File: src/rtl/tof_i2c_sequencer.sv
// Register-access sequencer in front of the ToF I2C byte engine: stages write bytes,
// steps the engine one byte per ready edge, collects read bytes in an RX FIFO.
module tof_i2c_sequencer #(
    parameter int unsigned DEPTH   = 16,
    parameter int unsigned TIMEOUT = 100000
) (
    input  logic                   clock,
    input  logic                   reset,
    input  logic                   req_valid,
    output logic                   req_ready,
    input  logic                   req_is_read,
    input  logic [6:0]             req_slave_addr,
    input  logic [15:0]            req_reg_addr,
    input  logic [$clog2(DEPTH):0] req_len,
    input  logic [7:0]             wr_data,
    input  logic                   wr_valid,
    output logic                   wr_ready,
    output logic [7:0]             rd_data,
    output logic                   rd_valid,
    input  logic                   rd_ready,
    output logic                   busy,
    output logic                   done,
    output logic                   error,
    output logic                   i2c_start,
    output logic                   i2c_reset,
    output logic                   i2c_is_read,
    output logic [6:0]             i2c_slave_addr,
    output logic [15:0]            i2c_reg_addr,
    output logic [16:0]            i2c_nb_of_bytes,
    output logic [7:0]             i2c_data_in,
    input  logic [7:0]             i2c_data_out,
    input  logic                   i2c_ready
);
    localparam int unsigned PTR_W = $clog2(DEPTH);
    localparam int unsigned LEN_W = PTR_W + 1;
    localparam int unsigned WD_W  = $clog2(TIMEOUT + 1);

    typedef enum logic [2:0] {S_IDLE, S_LOAD, S_START, S_XFER, S_FINISH, S_ABORT} state_t;

    state_t             state_q;
    logic               rd_q;
    logic [6:0]         slave_q;
    logic [15:0]        reg_q;
    logic [LEN_W-1:0]   len_q;
    logic [LEN_W-1:0]   idx_q;
    logic [WD_W-1:0]    wd_q;
    logic               abort_q;
    logic               ready_prev_q;
    logic               req_ready_q;
    logic               wr_ready_q;
    logic               busy_q;
    logic               done_q;
    logic               error_q;
    logic               start_q;
    logic               i2c_reset_q;
    logic [16:0]        nb_q;
    logic [7:0]         data_in_q;
    logic [7:0]         tx_mem [DEPTH];

    logic [7:0]         rx_mem [DEPTH];
    logic [PTR_W-1:0]   wr_ptr_q;
    logic [PTR_W-1:0]   rd_ptr_q;
    logic [LEN_W-1:0]   cnt_q;
    logic               rd_valid_q;
    logic [7:0]         rd_data_q;

    logic               rise_c;
    logic               edge_c;
    logic               len_ok_c;
    logic               fits_c;
    logic               accept_c;
    logic               tx_we_c;
    logic               push_c;
    logic               pop_c;
    logic               wd_expired_c;
    logic               ready_if_idle_c;
    logic [LEN_W-1:0]   k_next_c;
    logic [LEN_W-1:0]   cnt_after_pop_c;
    logic [LEN_W-1:0]   cnt_d;
    logic [LEN_W-1:0]   free_q_c;
    logic [LEN_W-1:0]   free_d_c;
    logic [PTR_W-1:0]   rd_ptr_d;
    logic [7:0]         head_c;

    // Handshake, admission and byte-boundary decode
    always_comb begin
        rise_c          = i2c_ready & ~ready_prev_q;
        edge_c          = i2c_ready ^ ready_prev_q;
        len_ok_c        = (req_len != '0) && (req_len <= LEN_W'(DEPTH));
        free_q_c        = LEN_W'(DEPTH) - cnt_q;
        fits_c          = !req_is_read || !len_ok_c || (req_len <= free_q_c);
        accept_c        = (state_q == S_IDLE) && req_valid && req_ready_q && fits_c;
        tx_we_c         = (state_q == S_LOAD) && wr_valid && wr_ready_q;
        push_c          = (state_q == S_XFER) && rd_q && rise_c;
        pop_c           = rd_ready && rd_valid_q;
        wd_expired_c    = (wd_q == WD_W'(TIMEOUT - 1));
        k_next_c        = idx_q + LEN_W'(1);
        cnt_after_pop_c = cnt_q - LEN_W'(pop_c);
        cnt_d           = cnt_after_pop_c + LEN_W'(push_c);
        free_d_c        = LEN_W'(DEPTH) - cnt_d;
        rd_ptr_d        = rd_ptr_q + PTR_W'(pop_c);
        head_c          = (cnt_after_pop_c == '0) ? i2c_data_out : rx_mem[rd_ptr_d];
        ready_if_idle_c = !(req_valid && req_is_read && len_ok_c && (req_len > free_d_c));
    end

    // Transaction FSM with registered engine and handshake outputs
    always_ff @(posedge clock or posedge reset) begin
        if (reset) begin
            state_q      <= S_IDLE;
            rd_q         <= 1'b0;
            slave_q      <= '0;
            reg_q        <= '0;
            len_q        <= '0;
            idx_q        <= '0;
            wd_q         <= '0;
            abort_q      <= 1'b0;
            ready_prev_q <= 1'b0;
            req_ready_q  <= 1'b0;
            wr_ready_q   <= 1'b0;
            busy_q       <= 1'b0;
            done_q       <= 1'b0;
            error_q      <= 1'b0;
            start_q      <= 1'b0;
            i2c_reset_q  <= 1'b0;
            nb_q         <= '0;
            data_in_q    <= '0;
        end else begin
            ready_prev_q <= i2c_ready;
            done_q       <= 1'b0;
            error_q      <= 1'b0;
            start_q      <= 1'b0;
            unique case (state_q)
                S_IDLE: begin
                    req_ready_q <= ready_if_idle_c;
                    if (accept_c) begin
                        if (!len_ok_c) begin
                            error_q <= 1'b1;
                        end else begin
                            rd_q        <= req_is_read;
                            slave_q     <= req_slave_addr;
                            reg_q       <= req_reg_addr;
                            len_q       <= req_len;
                            idx_q       <= '0;
                            busy_q      <= 1'b1;
                            req_ready_q <= 1'b0;
                            if (req_is_read) begin
                                state_q   <= S_START;
                                start_q   <= 1'b1;
                                nb_q      <= 17'(req_len - LEN_W'(1));
                                data_in_q <= '0;
                            end else begin
                                state_q    <= S_LOAD;
                                wr_ready_q <= 1'b1;
                            end
                        end
                    end
                end
                S_LOAD: begin
                    if (tx_we_c) begin
                        idx_q <= k_next_c;
                        if (k_next_c == len_q) begin
                            wr_ready_q <= 1'b0;
                            state_q    <= S_START;
                            start_q    <= 1'b1;
                            nb_q       <= 17'(len_q - LEN_W'(1));
                            // byte 0 is still on the bus when the length is 1
                            data_in_q  <= (idx_q == '0) ? wr_data : tx_mem[0];
                        end
                    end
                end
                S_START: begin
                    state_q <= S_XFER;
                    idx_q   <= '0;
                    wd_q    <= '0;
                end
                S_XFER: begin
                    if (edge_c) begin
                        wd_q <= '0;
                        if (rise_c) begin
                            idx_q <= k_next_c;
                            if (k_next_c == len_q) begin
                                state_q <= S_FINISH;
                            end else begin
                                nb_q <= (nb_q == '0) ? '0 : nb_q - 17'd1;
                                if (!rd_q) data_in_q <= tx_mem[k_next_c[PTR_W-1:0]];
                            end
                        end
                    end else if (wd_expired_c) begin
                        state_q     <= S_ABORT;
                        i2c_reset_q <= 1'b1;
                        abort_q     <= 1'b0;
                    end else begin
                        wd_q <= wd_q + WD_W'(1);
                    end
                end
                S_FINISH: begin
                    if (!i2c_ready) begin
                        state_q     <= S_IDLE;
                        done_q      <= 1'b1;
                        busy_q      <= 1'b0;
                        req_ready_q <= ready_if_idle_c;
                    end else if (wd_expired_c) begin
                        state_q     <= S_ABORT;
                        i2c_reset_q <= 1'b1;
                        abort_q     <= 1'b0;
                    end else begin
                        wd_q <= wd_q + WD_W'(1);
                    end
                end
                S_ABORT: begin
                    if (!abort_q) begin
                        abort_q <= 1'b1;
                    end else begin
                        abort_q     <= 1'b0;
                        i2c_reset_q <= 1'b0;
                        error_q     <= 1'b1;
                        busy_q      <= 1'b0;
                        state_q     <= S_IDLE;
                        req_ready_q <= ready_if_idle_c;
                    end
                end
                default: state_q <= S_IDLE;
            endcase
        end
    end

    always_ff @(posedge clock) begin
        if (tx_we_c) tx_mem[idx_q[PTR_W-1:0]] <= wr_data;
    end

    // RX FIFO with a registered first-word-fall-through head
    always_ff @(posedge clock or posedge reset) begin
        if (reset) begin
            wr_ptr_q   <= '0;
            rd_ptr_q   <= '0;
            cnt_q      <= '0;
            rd_valid_q <= 1'b0;
            rd_data_q  <= '0;
        end else begin
            if (push_c) wr_ptr_q <= wr_ptr_q + PTR_W'(1);
            rd_ptr_q   <= rd_ptr_d;
            cnt_q      <= cnt_d;
            rd_valid_q <= (cnt_d != '0);
            if (cnt_d != '0) rd_data_q <= head_c;
        end
    end

    always_ff @(posedge clock) begin
        if (push_c) rx_mem[wr_ptr_q] <= i2c_data_out;
    end

    assign req_ready       = req_ready_q;
    assign wr_ready        = wr_ready_q;
    assign rd_data         = rd_data_q;
    assign rd_valid        = rd_valid_q;
    assign busy            = busy_q;
    assign done            = done_q;
    assign error           = error_q;
    assign i2c_start       = start_q;
    assign i2c_reset       = i2c_reset_q;
    assign i2c_is_read     = rd_q;
    assign i2c_slave_addr  = slave_q;
    assign i2c_reg_addr    = reg_q;
    assign i2c_nb_of_bytes = nb_q;
    assign i2c_data_in     = data_in_q;

endmodule
File: config.mk
export PLATFORM = sky130hd
export DESIGN_NAME = tof_i2c_sequencer
export DESIGN_NICKNAME = d
export VERILOG_FILES = /design/src/rtl/tof_i2c_sequencer.sv
export SDC_FILE = /design/constraint.sdc
export NUM_CORES = 1
export LEC_CHECK = 0
export CAP_MARGIN = 30
export CORE_ASPECT_RATIO = 1.4
export CORE_MARGIN = 5
export CORE_UTILIZATION = 55
export DETAILED_ROUTE_END_ITERATION = 10
export PLACE_DENSITY = 0.72
export SLEW_MARGIN = 20
export SYNTH_ARGS = -nofsm -noshare
export SYNTH_HDL_FRONTEND = slang
export SYNTH_SLANG_ARGS = --single-unit
File: constraint.sdc
create_clock -name clock -period 8.1 [get_ports clock]
set_input_delay 0.81 -clock clock [delete_from_list [all_inputs] [get_ports clock]]
set_output_delay 0.81 -clock clock [all_outputs]
set_load 0.02 [all_outputs]
==> out/results.txt, run 1 <==
Run status: complete, no violations
Number of synthesized flops with an enable pin: 256
Power density over the cells: 359 nW/um^2
Count of synthesis-stage warnings from yosys: 0
Count of unresolved DRC violations after routing: 0
Detailed-router iteration count before antenna repair: 5
Synth Area in XOR/XNOR: 0.0231
Highest attainable clock frequency: 236 MHz
Clock-pin slew reported for the worst setup and hold paths after clock tree synthesis: 0.06 ns
Worst stage delay on the critical path: 0.66 ns
WP buf/inv: 1
Tightest Hold Check Type: reg -> reg
Die span in y: 212 um
Count of endpoints failing hold in the final timing report: 0
Ratio of cells with drive above 1 in the final layout: 0.142
Via count: 9647
Sequential cell area: 10400 sq um
Multi-input gate area in the final layout: 5300 sq um
Hold Slack: 0.494 ns
CTS tree: built
Final core area utilization: 0.647
Largest delay contributor family on the critical path: simple AND/OR/NAND/NOR gates
Count of fill cells added during filler insertion: 2104
Area after DPL: 17700 sq um
#FFs+latches synth: 366
Input/output buffers: 115
Largest clock skew in the final design: 0.0115 ns
Final Routed Wirelength: 35.0 mm
RSZ-0062 raised after global routing: false
Count of mapped cells out of synthesis: 1106
Routability cong.: 0.861
Crit-path cells: nand2_1 > nor2_1 > nand3_1 > clkinv_1 > ha_1 > ha_1 > xnor2_1 > xnor2_1 > xor2_1 > ha_1 > o21a_1 > o21ai_0 > nand2b_1 > a21oi_1 > o21ai_0 > a31oi_1
Power, Total: 6730 uW
Number of antenna violations at the first check in global routing: 0
Count of nets left with antenna violations after detail routing: 0
Final layout net count: 1313
Total global-route track usage: 0.214
Initial cell density of the core: 0.554
Maximum number of pins on one net before global-route repair: 60
Core ar.: 29000 sq um
Hold_sp: rd_data[5]
Worst-case register-to-register setup slack: 3.86 ns
Min-Delay Path Depth: 2
Final worst path period need: 4.24 ns
Leading cell types by total area after synthesis: sky130_fd_sc_hd__edfxtp_1 (48%), sky130_fd_sc_hd__dfrtp_1 (17%), sky130_fd_sc_hd__mux4_2 (9.0%)
Worst Setup Path Type: reg -> reg
Number of cells traversed by the worst register-to-register path: 16
First-pass GRT wire length: 54.8 mm
Synthesized cell area: 16100 sq um
Crit path required time: 8.55 ns
Relative area change from synthesis to final layout: 16.7%
Simple-gate portion of the synthesized area: 0.0894
Via count of the first global-routing pass: 9819
Overall die area: 32800 sq um
Accumulated negative setup slack: 0 ns
Post-synthesis sequential area ratio: 0.650
Dominant cell type by area after synthesis: sky130_fd_sc_hd__edfxtp_1
Number of levels the H-tree was split into: 2
Adder and majority gate portion of the synthesized area: 0.0265
Total number of placement rows: 74
Number of buffers created by CTS: 35
Width of the chip: 154 um
Clock tree root buffer cell: sky130_fd_sc_hd__clkbuf_16
Average footprint of a synthesized cell: 14.5 sq um
Buffers inserted during post-CTS setup optimization: 0
Async SR Flop Fraction: 0.301
Iter 0 DRT Violations: 694
Combinational family with the most area after synthesis: multiplexers
Kind of capture point of the worst setup path: flop
Worst Setup Start Kind: flop
Slowest cell on the critical path: sky130_fd_sc_hd__dfrtp_1
Count of maximum capacitance violations: 0
Reported leakage power: 0.00681 uW
Worst-Skew Late Latency: 0.53 ns
Longest Clk Path Bufs: 3
Multiplexer area fraction after synthesis: 0.119
Post-DP HPWL: 23.5 mm
Worst Tran Pin Value: 0.887 ns
Clock sinks: 366
Final design area excluding fillers: 18700 sq um
Via-per-instance ratio: 5.90
Average routed wire per standard cell: 21.4 um
Number of primary I/O pins: 116
Sum of overflow across all layers after global routing: 0
Max-slew violation total from the final report: 0
Share of the clock period used by the worst path: 0.523
Worst path most repeated cell: sky130_fd_sc_hd__ha_1
Crit Path Max Fanout: 16
Crit path DAT: 4.69 ns
Total of hold buffers inserted after clock tree synthesis: 0
Post-cts resize count: 0
Most common flop cell mapped by yosys: sky130_fd_sc_hd__edfxtp_1
Endpoints failing setup: 0
Worst reg2reg startpoint: state_q[1]
Area fraction in compound gates after synthesis: 0.0695
Count of unique library cells instantiated by Yosys: 65
Peak supply drop: 0.000235 V
Syn Nets: 1191
Terminating pin of the worst hold path: rd_data[5]
Portion of synthesized cell area occupied by the leading cell type: 0.479
Number of inserted diodes: 0
RR Endpoint: req_ready
Headroom to the max-slew limit: 0.408
[sequential cells by signal, summed over array words and instances, names as in the netlist, 3 cells and up]
signal,flops
cnt_q,5
i2c_data_in,8
i2c_nb_of_bytes,17
i2c_reg_addr,16
i2c_slave_addr,7
idx_q,5
len_q,5
rd_data,8
rd_ptr_q,4
rx_mem,128
state_q,3
tx_mem,128
wd_q,17
wr_ptr_q,4
[layer usage]
layer	up-vias	GRT usage	wire, um	share of wire
li1	4438	-	-	-
met1	4871	0.268	13500	0.38
met2	270	0.389	18900	0.54
met3	68	0.0297	1640	0.047
met4	0	0.0673	986	0.028
met5	-	0	0	0
[cell usage in the layout, fill, tap and decap left out, drive strengths merged, types with 8 or more instances in the layout]
master	n
a21oi	44
a221oi	8
a311oi	9
and3	19
buf	21
clkbuf	54
clkdlybuf4s50	115
clkinv	9
dfrtp	110
edfxtp	256
ha	34
inv	34
mux2	27
mux2i	17
mux4	64
nand2	102
nand2b	9
nand3	15
nand4	9
nor2	79
nor2b	10
nor3	19
o21ai	65
o32a	9
xnor2	17
xor2	22
[cell usage after synthesis, drive strengths merged (4+ instances only)]
master,count
a21o,6
a21oi,44
a221oi,8
a311oi,9
a31oi,5
and2,5
and3,19
buf,19
clkbuf,32
dfrtp,110
edfxtp,256
ha,34
inv,33
mux2,27
mux2i,17
mux4,64
nand2,102
nand2b,9
nand3,15
nand4,9
nor2,79
nor2b,10
nor3,19
nor3b,6
nor4,7
o21a,4
o21ai,65
o22ai,5
o32a,9
or3,7
xnor2,17
xor2,22
[report_power, final]
group	total (uW)	switching, uW	internal [uW]
logic	2700	1460	1240
clock network	1560	683	876
registers	2480	233	2240
total	6730	2380	4360
[cell families after synthesis]
| kind of cell | Yosys count |
|---|---|
| mux | 108 |
| flops | 366 |
| xor+xnor | 40 |
| fa+ha+maj | 34 |
| simple gates | 299 |
| buf+inv | 86 |
| compound gates | 173 |
[metrics by stage]
step           worst slack [ns]  cells
2_1_floorplan              4.39   1106
3_3_place_gp               3.79   1571
3_5_place_dp               3.65   1571
4_1_cts                    3.90   1635
5_1_grt                    3.43   1635
6_report                   3.86   1635
[layout make-up]
type,count,share of cell area
well taps,380,0.0254
repair buffers,136,0.0698
flip-flops and latches,366,0.557
clock buffers,54,0.0544
multi-input cells,654,0.283
inverters,35,0.00714
clock inverters,10,0.00354
[worst max path at each step]
stage                     startpoint  cells after the start         to  slack, ns
after floorplan                reset                      1    abort_q       4.39
after global placement     i2c_ready                     17  req_ready       3.79
after detailed placement   i2c_ready                     16  req_ready       3.65
after CTS                 state_q[1]                     16  req_ready       3.90
after global routing      state_q[1]                     15  req_ready       3.43
final                     state_q[1]                     16  req_ready       3.86
[worst min-delay path: stages (launching register included)]
cell and delay [ns]:
sky130_fd_sc_hd__dfrtp_1 0.35, sky130_fd_sc_hd__nand2_1 0.05, sky130_fd_sc_hd__o21ai_0 0.06
No activity file was read; power rests on OpenSTA's default activity.
==> run 2: changes to the inputs <==
Settings changed: CORE_UTILIZATION 55 to 53, PLACE_DENSITY 0.72 to 0.73.
Clock period 8.1 ns to 3.4 ns, I/O delays scaled along.
==> run 2 against run 1 <==
Clock skew rose by 0.014 ns. Fmax rose by 35%. Global-route usage rose by 0.13 points. Clock-buffer cell count fell by 7. Final cell count rose by 3.4%. Die area rose by 3.6%. Sequential power rose by 130%. First-iteration DRC count fell by 18%. Hold slack got worse by 0.23 ns. Via count rose by 2.1%. Critical endpoint unchanged.
==> out/results.txt, run 2 (synthesis gave the netlist of run 1 again) <==
Number of levels the H-tree was split into: 2 (unchanged)
Number of primary I/O pins: 116 (unchanged)
Clock-pin slew reported for the worst setup and hold paths after clock tree synthesis: 0.06 ns (about the same)
Relative area change from synthesis to final layout: 20.5%
Worst Setup Path Type: reg -> reg
RSZ-0062 raised after global routing: false
Input/output buffers: 115 (unchanged)
Total global-route track usage: 0.216 (+0.00128)
Share of the clock period used by the worst path: 0.926 (+0.403)
Worst-Skew Late Latency: 0.54 ns (about the same)
Crit path DAT: 3.54 ns (-1.15 ns)
Peak supply drop: 0.000652 V (+180%)
Die span in y: 216 um (+1.8%)
Worst Setup Start Kind: flop
Initial cell density of the core: 0.537 (-0.0177)
Kind of capture point of the worst setup path: flop
Longest Clk Path Bufs: 3 (unchanged)
Overall die area: 33900 sq um (+3.6%)
Endpoints failing setup: 0 (unchanged)
Run status: complete, no violations
Detailed-router iteration count before antenna repair: 5 (unchanged)
Count of nets left with antenna violations after detail routing: 0 (unchanged)
Via count of the first global-routing pass: 10300 (+4.8%)
Number of inserted diodes: 0 (unchanged)
Number of antenna violations at the first check in global routing: 0 (unchanged)
Count of endpoints failing hold in the final timing report: 0 (unchanged)
Sum of overflow across all layers after global routing: 0 (unchanged)
Number of buffers created by CTS: 36 (+2.9%)
Accumulated negative setup slack: 0 ns (unchanged)
Maximum number of pins on one net before global-route repair: 61 (+1.7%)
Reported leakage power: 0.00717 uW (+5.3%)
Clock tree root buffer cell: sky130_fd_sc_hd__clkbuf_16
Count of fill cells added during filler insertion: 2167 (+3.0%)
Crit path required time: 3.79 ns (-4.76 ns)
Tightest Hold Check Type: in -> async
Final design area excluding fillers: 19300 sq um (+3.2%)
Buffers inserted during post-CTS setup optimization: 0 (unchanged)
Total number of placement rows: 75 (+1.4%)
Iter 0 DRT Violations: 570 (-18%)
Largest clock skew in the final design: 0.0255 ns (+0.0141 ns)
Final Routed Wirelength: 36.0 mm (+2.9%)
Worst Tran Pin Value: 0.803 ns (-0.0846 ns)
Power density over the cells: 876 nW/um^2 (+140%)
Area after DPL: 18100 sq um (+2.3%)
Via-per-instance ratio: 5.82 (-1.3%)
Ratio of cells with drive above 1 in the final layout: 0.183 (+0.0412)
CTS tree: built
Max-slew violation total from the final report: 0 (unchanged)
Power, Total: 17000 uW (+150%)
First-pass GRT wire length: 57.0 mm (+4.1%)
Highest attainable clock frequency: 317 MHz (+35%)
Count of unresolved DRC violations after routing: 0 (unchanged)
Count of maximum capacitance violations: 0 (unchanged)
Headroom to the max-slew limit: 0.463 (+0.0544)
Final worst path period need: 3.15 ns (-1.09 ns)
Crit Path Max Fanout: 4 (-12)
Post-DP HPWL: 24.7 mm (+4.9%)
Via count: 9847 (+2.1%)
Commonest non-fill, non-tap cells in the layout: sky130_fd_sc_hd__edfxtp_1 (256), sky130_fd_sc_hd__clkdlybuf4s50_1 (115), sky130_fd_sc_hd__dfrtp_1 (109)
Most common cell after layout, fill and taps aside: sky130_fd_sc_hd__edfxtp_1
Clock sinks: 366 (unchanged)
Width of the chip: 157 um (+1.7%)
Average routed wire per standard cell: 21.3 um (-0.51%)
Core ar.: 29900 sq um (+3.3%)
Final layout net count: 1364 (+3.9%)
Routability cong.: 0.929 (+7.9%)
run 2: cell count changes in the layout (fill, tap and decap cells not counted), moves of 3 or more:
| cell | before | now |
|---|---|---|
| sky130_fd_sc_hd__clkinv_1 | 5 | 2 |
| sky130_fd_sc_hd__clkinv_2 | 4 | 7 |
| sky130_fd_sc_hd__buf_4 | 21 | 67 |
| sky130_fd_sc_hd__clkbuf_1 | 14 | 6 |
| sky130_fd_sc_hd__bufinv_16 | 0 | 6 |
| sky130_fd_sc_hd__buf_12 | 0 | 3 |
run 2: worst max-delay path, cell delays in order (launching register included):
cell and delay [ns]:
sky130_fd_sc_hd__dfrtp_1 0.39, sky130_fd_sc_hd__and2_2 0.22, sky130_fd_sc_hd__ha_1 0.28, sky130_fd_sc_hd__inv_1 0.05
sky130_fd_sc_hd__ha_1 0.24, sky130_fd_sc_hd__ha_1 0.22, sky130_fd_sc_hd__xnor2_1 0.14, sky130_fd_sc_hd__xnor2_1 0.13
sky130_fd_sc_hd__buf_4 0.15, sky130_fd_sc_hd__nor3b_1 0.18, sky130_fd_sc_hd__ha_1 0.27, sky130_fd_sc_hd__ha_1 0.29
sky130_fd_sc_hd__nand2_1 0.07, sky130_fd_sc_hd__o211ai_1 0.08, sky130_fd_sc_hd__o21ai_0 0.18, sky130_fd_sc_hd__a31oi_1 0.10
run 2: area by class of cell:
class | count | area, sq um | area share
Inverter | 35 | 134 | 0.00692
Clock inverter | 18 | 263 | 0.0136
Clock buffer | 47 | 1010 | 0.0524
Sequential cell | 366 | 10400 | 0.540
Multi-Input combinational cell | 654 | 5290 | 0.273
Timing Repair Buffer | 186 | 1730 | 0.0892
Tap cell | 385 | 482 | 0.0249
run 2: timing repair:
action                                  in CTS  in global routing
hold buffers                                 0                  0
endpoints found under the setup margin       0                  1
gates resized for setup                      0                  1
run 2: final timing paths:
path	to	slack [ns]	depth (start not counted)	startpoint
setup reg to reg	req_ready	0.25	15	rd_valid
hold reg to reg	rd_data[2]	0.48	2	rd_data[2]
min in group clock	i2c_reg_addr[1]	0.43	2	req_reg_addr[1]
setup / recovery	req_ready	0.25	15	rd_valid
max in group asynchronous	idx_q[0]	2.32	3	reset
hold / removal	i2c_reg_addr[14]	0.26	2	reset
run 2: routing by layer:
layer	up-vias	track usage	routed length [um]
li1	4538	-	-
met1	4963	0.273	14100
met2	276	0.381	19200
met3	70	0.0313	1650
met4	0	0.0709	1090
met5	-	0	0
run 2: power breakdown:
| part | switching (uW) | total, uW | internal [uW] |
|---|---|---|---|
| Sequential | 478 | 5820 | 5350 |
| Combinational | 3670 | 6880 | 3210 |
| Clock | 1670 | 4250 | 2580 |
run 2: through the flow:
stage / worst slack, ns / cells / hold WS (ns) / utilization
detailed placement: -0.141 / 1626 / 0.480 / 0.604
CTS: 0.206 / 1691 / 0.287 / 0.646
global placement: -0.0721 / 1625 / 0.472 / 0.603
floorplan: 0.0381 / 1106 / 0.371 / -
global route: 0.00968 / 1691 / 0.314 / 0.646
finish: 0.250 / 1691 / 0.262 / 0.646
==> run 3: changes to the inputs <==
Settings changed: CORE_UTILIZATION 53 to 55, PLACE_DENSITY 0.73 to 0.72.
Clock period 3.4 ns to 2.9 ns, I/O delays scaled along.
==> run 3 against run 2 <==
Die area is 3.4% lower. Sequential power is 17% higher. Combinational power is 25% higher. Fmax is 10% higher. Global-route usage is 1.1 points higher. Final cell count is 2.1% higher. Clock skew is 0.0087 ns lower.
==> out/results.txt, run 3 (synthesis gave the netlist of run 1 again) <==
Run status: complete, no violations
Via count of the first global-routing pass: 10700 (+3.6%)
CTS tree: built
Reported leakage power: 0.00735 uW (+2.6%)
Die span in y: 212 um (-1.8%)
Final worst path period need: 2.86 ns (-0.286 ns)
Share of the clock period used by the worst path: 0.988 (+0.0612)
Count of maximum capacitance violations: 0 (unchanged)
Sequential cell area: 10400 sq um (unchanged)
Overall die area: 32800 sq um (-3.4%)
Worst Setup Path Type: reg -> reg
Worst Tran Pin Value: 0.759 ns (-0.0440 ns)
Relative area change from synthesis to final layout: 23.1%
Clock sinks: 366 (unchanged)
Commonest non-fill, non-tap cells in the layout: sky130_fd_sc_hd__edfxtp_1 (256), sky130_fd_sc_hd__clkdlybuf4s50_1 (115), sky130_fd_sc_hd__dfrtp_1 (109)
Count of fill cells added during filler insertion: 2062 (-4.8%)
Multi-input gate area in the final layout: 5430 sq um (+2.7%)
Largest clock skew in the final design: 0.0168 ns (-0.00869 ns)
Kind of capture point of the worst setup path: flop
Count of unresolved DRC violations after routing: 0 (unchanged)
Final layout net count: 1404 (+2.9%)
Total of hold buffers inserted after clock tree synthesis: 0 (unchanged)
Endpoints failing setup: 0 (unchanged)
Average routed wire per standard cell: 21.5 um (+0.72%)
Ratio of cells with drive above 1 in the final layout: 0.216 (+0.0332)
First-pass GRT wire length: 58.0 mm (+1.8%)
Area after DPL: 18400 sq um (+1.8%)
Width of the chip: 154 um (-1.7%)
Clock tree root buffer cell: sky130_fd_sc_hd__clkbuf_16
Tightest Hold Check Type: in -> async
Routability cong.: 0.832 (-10%)
Power, Total: 20200 uW (+19%)
Crit path DAT: 3.31 ns (-0.23 ns)
Count of endpoints failing hold in the final timing report: 0 (unchanged)
Headroom to the max-slew limit: 0.493 (+0.0303)
Input/output buffers: 115 (unchanged)
Total number of placement rows: 74 (-1.3%)
Count of nets left with antenna violations after detail routing: 0 (unchanged)
Final Routed Wirelength: 37.0 mm (+2.8%)
Accumulated negative setup slack: 0 ns (unchanged)
Peak supply drop: 0.000699 V (+7.2%)
RSZ-0062 raised after global routing: true
Sum of overflow across all layers after global routing: 0 (unchanged)
Post-DP HPWL: 24.9 mm (+0.84%)
Via-per-instance ratio: 5.80 (-0.45%)
Worst Setup Start Kind: flop
Final design area excluding fillers: 19800 sq um (+2.2%)
Post-route worst setup slack: 0.0360 ns (-0.214 ns)
Crit Path Max Fanout: 3 (-1)
Crit path required time: 3.34 ns (-0.45 ns)
Number of primary I/O pins: 116 (unchanged)
Worst-Skew Late Latency: 0.53 ns (about the same)
Most common cell after layout, fill and taps aside: sky130_fd_sc_hd__edfxtp_1
Number of inserted diodes: 0 (unchanged)
Longest Clk Path Bufs: 3 (unchanged)
Via count: 10000 (+1.6%)
Iter 0 DRT Violations: 695 (+22%)
Initial cell density of the core: 0.554 (+0.0177)
Power density over the cells: 1020 nW/um^2 (+17%)
Clock-pin slew reported for the worst setup and hold paths after clock tree synthesis: 0.06 ns (about the same)
Core ar.: 29000 sq um (-3.2%)
Total global-route track usage: 0.227 (+0.0112)
Number of antenna violations at the first check in global routing: 0 (unchanged)
Number of levels the H-tree was split into: 2 (unchanged)
Detailed-router iteration count before antenna repair: 6 (+1)
Number of buffers created by CTS: 36 (unchanged)
Maximum number of pins on one net before global-route repair: 46 (-25%)
Highest attainable clock frequency: 349 MHz (+10%)
Worst setup timing slack at the placement stage: -0.640 ns (-0.499 ns)
Max-slew violation total from the final report: 0 (unchanged)
-- run 3: path summary, 6_finish.rpt --
path | cells after the start | to | startpoint | slack (ns)
max | 14 | req_ready | rd_valid | 0.04
min in group clock | 2 | i2c_slave_addr[3] | req_slave_addr[3] | 0.37
max in group asynchronous | 3 | idx_q[0] | reset | 1.94
min | 2 | i2c_reg_addr[7] | reset | 0.24
max reg2reg | 14 | req_ready | rd_valid | 0.04
min reg2reg | 1 | wd_q[16] | wd_q[16] | 0.48
-- run 3: final cells by class --
class | count | area share
Clock buffer | 50 | 0.0529
Timing Repair Buffer | 223 | 0.104
Sequential cell | 366 | 0.528
Inverter | 35 | 0.00702
Clock inverter | 15 | 0.00854
Tap cell | 380 | 0.0240
Multi-Input combinational cell | 657 | 0.275
-- run 3: power breakdown --
part           internal [uW]  leakage (uW)  switching (uW)  total (uW)
clock network           2810      0.000584            1960        4770
registers               6260       0.00368             555        6820
logic                   4100       0.00309            4510        8610
-- run 3: critical path, stage by stage, from the launching register on --
cell and delay, ns:
sky130_fd_sc_hd__dfrtp_1 0.38, sky130_fd_sc_hd__and2_4 0.17, sky130_fd_sc_hd__ha_4 0.27, sky130_fd_sc_hd__inv_4 0.04, sky130_fd_sc_hd__ha_4 0.17, sky130_fd_sc_hd__ha_4 0.26, sky130_fd_sc_hd__inv_1 0.04, sky130_fd_sc_hd__ha_1 0.21
sky130_fd_sc_hd__nor3b_2 0.16, sky130_fd_sc_hd__ha_1 0.36, sky130_fd_sc_hd__ha_4 0.29, sky130_fd_sc_hd__nand2_1 0.04, sky130_fd_sc_hd__o211ai_1 0.15, sky130_fd_sc_hd__o21ai_1 0.09, sky130_fd_sc_hd__a31oi_1 0.16
-- run 3: repair_timing --
action	4_1_cts	5_1_grt
gates cloned	2	1
setup buffers	0	2
gates resized for setup	9	17
endpoints found under the setup margin	4	14
pin swaps	5	26
-- run 3: layer usage --
metal,up-vias,track usage,wire length (um)
li1,4630,-,-
met1,5036,0.275,13700
met2,268,0.410,20300
met3,72,0.0312,1600
met4,0,0.0911,1410
met5,-,0,0
-- run 3: per-stage QoR --
stage	util	hold slack [ns]	instances
5_1_grt	0.682	0.304	1726
3_5_place_dp	0.635	0.477	1657
3_3_place_gp	0.635	0.468	1657
6_report	0.682	0.245	1726
4_1_cts	0.679	0.254	1724
2_1_floorplan	-	0.321	1106
